--- src/rtl/ascon_perm_core.sv ---
// Iterative ASCON permutation: UNROLL rounds per clock, round count chosen per job.
// Handshaked input and output; one transaction in flight at a time.
module ascon_perm_core #(
    parameter int UNROLL         = 1,
    parameter int DEFAULT_ROUNDS = 12
) (
    input  logic         clk,
    input  logic         rst,
    input  logic         in_valid,
    output logic         in_ready,
    input  logic [319:0] in_state,
    input  logic [3:0]   in_rounds,
    output logic         out_valid,
    input  logic         out_ready,
    output logic [319:0] out_state,
    output logic         out_err,
    output logic         busy
);

    typedef enum logic [1:0] {
        IDLE = 2'd0,
        RUN  = 2'd1,
        DONE = 2'd2
    } fsm_e;

    fsm_e         fsm_q;
    logic [319:0] st_q;
    logic [319:0] out_state_q;
    logic [3:0]   idx_q;
    logic         err_q;
    logic         out_err_q;
    logic         out_valid_q;
    logic         in_ready_q;
    logic         busy_q;

    logic [319:0] rnd_d;
    logic         last_d;
    logic         legal_d;
    logic [3:0]   rounds_d;

    function automatic logic [63:0] ror(input logic [63:0] w, input int n);
        return (w >> n) | (w << (64 - n));
    endfunction

    function automatic logic [319:0] round_f(input logic [319:0] s,
                                             input logic [3:0]   idx);
        logic [63:0] x0, x1, x2, x3, x4;
        logic [63:0] t0, t1, t2, t3, t4;
        x0 = s[319:256];
        x1 = s[255:192];
        x2 = s[191:128];
        x3 = s[127:64];
        x4 = s[63:0];
        x2 = x2 ^ {56'd0, 4'hF - idx, idx};
        // bit-sliced 5-bit S-box across all 64 columns
        x0 = x0 ^ x4;
        x4 = x4 ^ x3;
        x2 = x2 ^ x1;
        t0 = ~x0 & x1;
        t1 = ~x1 & x2;
        t2 = ~x2 & x3;
        t3 = ~x3 & x4;
        t4 = ~x4 & x0;
        x0 = x0 ^ t1;
        x1 = x1 ^ t2;
        x2 = x2 ^ t3;
        x3 = x3 ^ t4;
        x4 = x4 ^ t0;
        x1 = x1 ^ x0;
        x0 = x0 ^ x4;
        x3 = x3 ^ x2;
        x2 = ~x2;
        x0 = x0 ^ ror(x0, 19) ^ ror(x0, 28);
        x1 = x1 ^ ror(x1, 61) ^ ror(x1, 39);
        x2 = x2 ^ ror(x2, 1)  ^ ror(x2, 6);
        x3 = x3 ^ ror(x3, 10) ^ ror(x3, 17);
        x4 = x4 ^ ror(x4, 7)  ^ ror(x4, 41);
        return {x0, x1, x2, x3, x4};
    endfunction

    always_comb begin : p_round
        logic [319:0] acc;
        acc = st_q;
        for (int u = 0; u < UNROLL; u++) begin
            acc = round_f(acc, idx_q + 4'(u));
        end
        rnd_d  = acc;
        last_d = (idx_q + 4'(UNROLL - 1)) == 4'd11;
    end

    always_comb begin
        legal_d  = (in_rounds != 4'd0) && (in_rounds <= 4'd12) &&
                   ((in_rounds % 4'(UNROLL)) == 4'd0);
        rounds_d = legal_d ? in_rounds : 4'(DEFAULT_ROUNDS);
    end

    always_ff @(posedge clk or posedge rst) begin
        if (rst) begin
            fsm_q       <= IDLE;
            st_q        <= '0;
            out_state_q <= '0;
            idx_q       <= '0;
            err_q       <= 1'b0;
            out_err_q   <= 1'b0;
            out_valid_q <= 1'b0;
            in_ready_q  <= 1'b1;
            busy_q      <= 1'b0;
        end else begin
            unique case (fsm_q)
                IDLE: begin
                    if (in_valid) begin
                        st_q       <= in_state;
                        idx_q      <= 4'd12 - rounds_d;
                        err_q      <= ~legal_d;
                        in_ready_q <= 1'b0;
                        busy_q     <= 1'b1;
                        fsm_q      <= RUN;
                    end
                end
                RUN: begin
                    st_q <= rnd_d;
                    if (last_d) begin
                        // index returns to 0 so it never walks past 11
                        idx_q       <= '0;
                        out_state_q <= rnd_d;
                        out_err_q   <= err_q;
                        out_valid_q <= 1'b1;
                        busy_q      <= 1'b0;
                        fsm_q       <= DONE;
                    end else begin
                        idx_q <= idx_q + 4'(UNROLL);
                    end
                end
                DONE: begin
                    if (out_ready) begin
                        out_valid_q <= 1'b0;
                        in_ready_q  <= 1'b1;
                        fsm_q       <= IDLE;
                    end
                end
                default: fsm_q <= IDLE;
            endcase
        end
    end

    assign in_ready  = in_ready_q;
    assign out_valid = out_valid_q;
    assign out_state = out_state_q;
    assign out_err   = out_err_q;
    assign busy      = busy_q;

endmodule

--- config.mk ---
export PLATFORM = sky130hd
export DESIGN_NAME = ascon_perm_core
export DESIGN_NICKNAME = d
export VERILOG_FILES = /design/src/rtl/ascon_perm_core.sv
export SDC_FILE = /design/constraint.sdc
export NUM_CORES = 2
export LEC_CHECK = 0
export CAP_MARGIN = 30
export CORE_MARGIN = 4
export CORE_UTILIZATION = 55
export CTS_BUF_LIST = sky130_fd_sc_hd__clkbuf_4
export CTS_CLUSTER_DIAMETER = 40
export DETAILED_ROUTE_END_ITERATION = 8
export GPL_TIMING_DRIVEN = 0
export PLACE_DENSITY = 0.81
export SYNTH_ARGS = -nofsm -noshare
export SYNTH_HDL_FRONTEND = slang
export SYNTH_SLANG_ARGS = --single-unit
--- constraint.sdc ---
create_clock -name clk -period 44.1 [get_ports clk]
set_input_delay 4.41 -clock clk [delete_from_list [all_inputs] [get_ports clk]]
set_output_delay 4.41 -clock clk [all_outputs]
set_load 0.02 [all_outputs]
==> metrics list <==
- Setup violations remaining at the end of the flow were counted as 0.
- Arrival @ worst endpoint: 7.83 ns
* Combined area of the multi-input logic cells: 0.0243 mm²
* Most frequent cells in the layout: 858 x sky130_fd_sc_hd__nand2_1, 651 x sky130_fd_sc_hd__clkdlybuf4s50_1, 650 x sky130_fd_sc_hd__dfrtp_1
* Data required time of the worst path: 45.09 ns
- Cell at the slowest stage of the critical path: sky130_fd_sc_hd__clkbuf_1
- Fill cells in the final layout number 5816.
* Sequential-to-total area share from yosys stat: 0.389
- Cells after Synth: 4206
- Of the available clock period, the critical path in the final layout requires 0.155.
- Ys flop type: sky130_fd_sc_hd__dfrtp_1
- Share of flip-flops with an asynchronous set or reset: 1.00
* Weighted congestion reported at the end of routability-driven placement: 1.14
- The count of buffers added on input and output ports is 651.
- CTS H-tree lvls: 4
* Total Die Area: 0.0807 mm²
- Number of cell rows: 100
- For this run, the total global-route usage over all layers was measured as 0.507.
- Largest net degree at the start of global routing: 115
* Most common cell after layout, fill and taps aside: sky130_fd_sc_hd__nand2_1
* Layout cell share with drive strength beyond 1: 0.0868
- Number of I/O pins: 652
- Buffer depth of the longest clock path: 3
- Once the clock tree was built, the setup fixing pass inserted 0 buffers.
- The routed design has 210000 µm of wire.
- In the routed design, unresolved DRC markers number 0.
- Post-Syn Area per Cell: 9.96 µm²
- After the last flow step, the layout net total stands at 5562.
* Final Hold Violating Endpoints: 0
- The worst setup path is captured at a flip-flop.
- Max-cap violations: 0
- Detailed placement finished with a half-perimeter wire length of 172000 µm.
- The first detailed-routing pass took 7 iterations.
* CTS tree: built
- Summed over all failing endpoints, the final setup total negative slack is 0 ns.
* Fmax: 146 MHz
- When the netlist entered floorplanning its net count stood at 4664.
* X dimension of the die: 284 µm
* Number of register bits inferred by synthesis: 651
- Measured against its own limit, the worst slew margin works out to 0.192.
* Area of the core region: 0.0749 mm²
- The synthesized netlist contains 35 unique library cells.
- In this run, post-CTS hold repair placed 0 buffers.
- WL/cell: 33.7 µm
- Hold WC Path Type: flip-flop to flip-flop
* Post-Place Worst Slack: 36.51 ns
- For this run, the slowest stage of the critical path takes 0.64 ns.
- In this run the number of cells on the critical path is 10.
- For this block, the via count after detailed routing is 39500.
- Slew Limit Fails: 0
* Violation count after the first detailed-routing iteration: 6079
- Final Critical Period: 6.84 ns
- Endpoint of the most critical register-to-register path: out_state[154]
- RSZ-0062 raised after global routing: false
- Start point of the critical path: in_valid
- Number of warnings reported in the yosys synthesis log: 0
- Worst Path Max Fanout: 10
- Number of enable flip-flop cells after synthesis: 0
- The initial antenna violation count was 26.
- Clock transition time at the flip-flop clock pins of the worst setup and hold paths: 0.07 ns
- In this run, CTS created clock tree buffers numbering 180.
* Register cell area after layout: 0.0163 mm²
- The synthesized netlist occupies a cell area of 0.0419 mm².
- Worst setup path endpoint: st_q[63]
* Cell family contributing the most delay on the critical path: buffers and inverters
- The critical path contains buffers and inverters numbering 5 combined.
- Via count of the first global-routing pass: 37900
- Worst Path Class, Setup: primary input to flip-flop
- Setup slack closes at 37.26 ns.
* Clock latency reported for the late side of the worst-skew pair: 1.16 ns
- The count of nets left with antenna violations once routing finished came out at 0.
- The first global-routing pass estimated 285000 µm of wire.
- From synthesis to final layout, the design area changed by 26.0%.
- Result of the run: finished, final reports clean
- After clock tree synthesis, the repair step resized 0 gates.
* Total clock sinks: 651
- Worst setup slack for register-to-register paths: 40.39 ns
* Initial Utilization: 0.559
- The worst register-to-register path has a depth of 8.
- Startpoint of the lowest-slack register-to-register path: fsm_q[1]
- Total congestion overflow after global routing: 0
* Overall die height: 284 µm
- At the pin with the least slew margin, the transition time is 1.20 ns.
- Clock tree synthesis selected as its root buffer the cell sky130_fd_sc_hd__clkbuf_4.
- On the final layout, the worst clock skew is 0.100 ns.
- Routed vias/inst: 6.34
- Cell-by-cell listing of the critical path: clkdlybuf4s50_1 -> nor2_1 -> nor2_2 -> buf_8 -> clkbuf_1 -> buf_8 -> clkbuf_1 -> and3_1 -> a21oi_1 -> o21ai_0
* Type of origin of the critical path: primary input
-- cell usage after synthesis (all sizes together), types with 2 or more instances --
cell / count / area, µm²
nor2b: 3 / 18.8
dfrtp: 650 / 16300
buf: 41 / 194
clkbuf: 168 / 631
and3: 252 / 1580
xnor2: 439 / 4210
o221ai: 4 / 47.6
or2: 2 / 12.5
nand2b: 3 / 18.8
nor2: 97 / 364
a21oi: 322 / 1610
xnor3: 218 / 4910
o21ai: 501 / 2510
xor3: 38 / 903
nand2: 858 / 3220
inv: 129 / 484
ha: 130 / 1630
mux2i: 124 / 1240
xor2: 212 / 1950
nand3: 6 / 30.0
-- logic make-up (layout without fill, tap and decap cells) --
family	Yosys count	count (layout)	synth area share
muxes	124	124	0.0296
xor gates and xnor gates	907	907	0.286
adders and majority gates	130	130	0.0388
DFF	651	651	0.389
buffers and inverters	338	1376	0.0312
and+or+nand+nor	1224	1224	0.126
AOI/OAI and AO/OA	832	832	0.100
other	0	25	0
-- stage by stage --
stage	cell area (µm²)	util	hold slack (ns)	cells
6_report	52800	0.705	0.470	6238
5_1_grt	52800	0.704	0.486	6222
4_1_cts	52600	0.702	0.476	6199
3_5_place_dp	50300	0.671	0.460	5877
3_3_place_gp	49600	0.662	0.458	5826
2_1_floorplan	41900	-	0.439	4206
-- worst min-delay path: stages, from the launching register on --
cell                      delay [ns]
sky130_fd_sc_hd__dfrtp_1        0.34
sky130_fd_sc_hd__nand2_1        0.05
sky130_fd_sc_hd__nand2_1        0.05
-- how the worst min path moves through the flow --
| stage | from | end | slack (ns) | depth (start not counted) |
|---|---|---|---|---|
| after floorplan | err_q | err_q | 0.44 | 2 |
| after global placement | out_state[137] | out_state[137] | 0.46 | 2 |
| after detailed placement | err_q | out_err | 0.46 | 2 |
| after CTS | out_state[135] | out_state[135] | 0.48 | 2 |
| after global routing | out_err | out_err | 0.49 | 2 |
| final | out_err | out_err | 0.47 | 2 |
-- registers in the layout (all words and copies together) (netlist names) --
| register | flops |
|---|---|
| out_state | 320 |
| st_q | 320 |
| idx_q | 4 |
| fsm_q | 2 |
| busy | 1 |
| err_q | 1 |
| in_ready | 1 |
| out_err | 1 |
| out_valid | 1 |
-- layer usage --
layer	vias to the layer above	global-route usage	wire [µm]
met4	14	0.374	20200
met3	910	0.195	29800
met1	19100	0.615	72800
met2	3455	0.737	87100
met5	-	0	141
li1	16000	-	-
-- layout make-up --
| cell class | instances | area share |
|---|---|---|
| Antenna cell | 25 | 0.00118 |
| Clock inverter | 65 | 0.00865 |
| Tap cell | 969 | 0.0230 |
| Timing Repair Buffer | 716 | 0.137 |
| Inverter | 129 | 0.00931 |
| Multi-Input combinational cell | 3217 | 0.460 |
| Clock buffer | 257 | 0.0365 |
| Buffer | 209 | 0.0157 |
| Sequential cell | 651 | 0.308 |
Power is not shown: default switching activity piles up to over one toggle a cycle in this logic, so the estimate is an artifact.
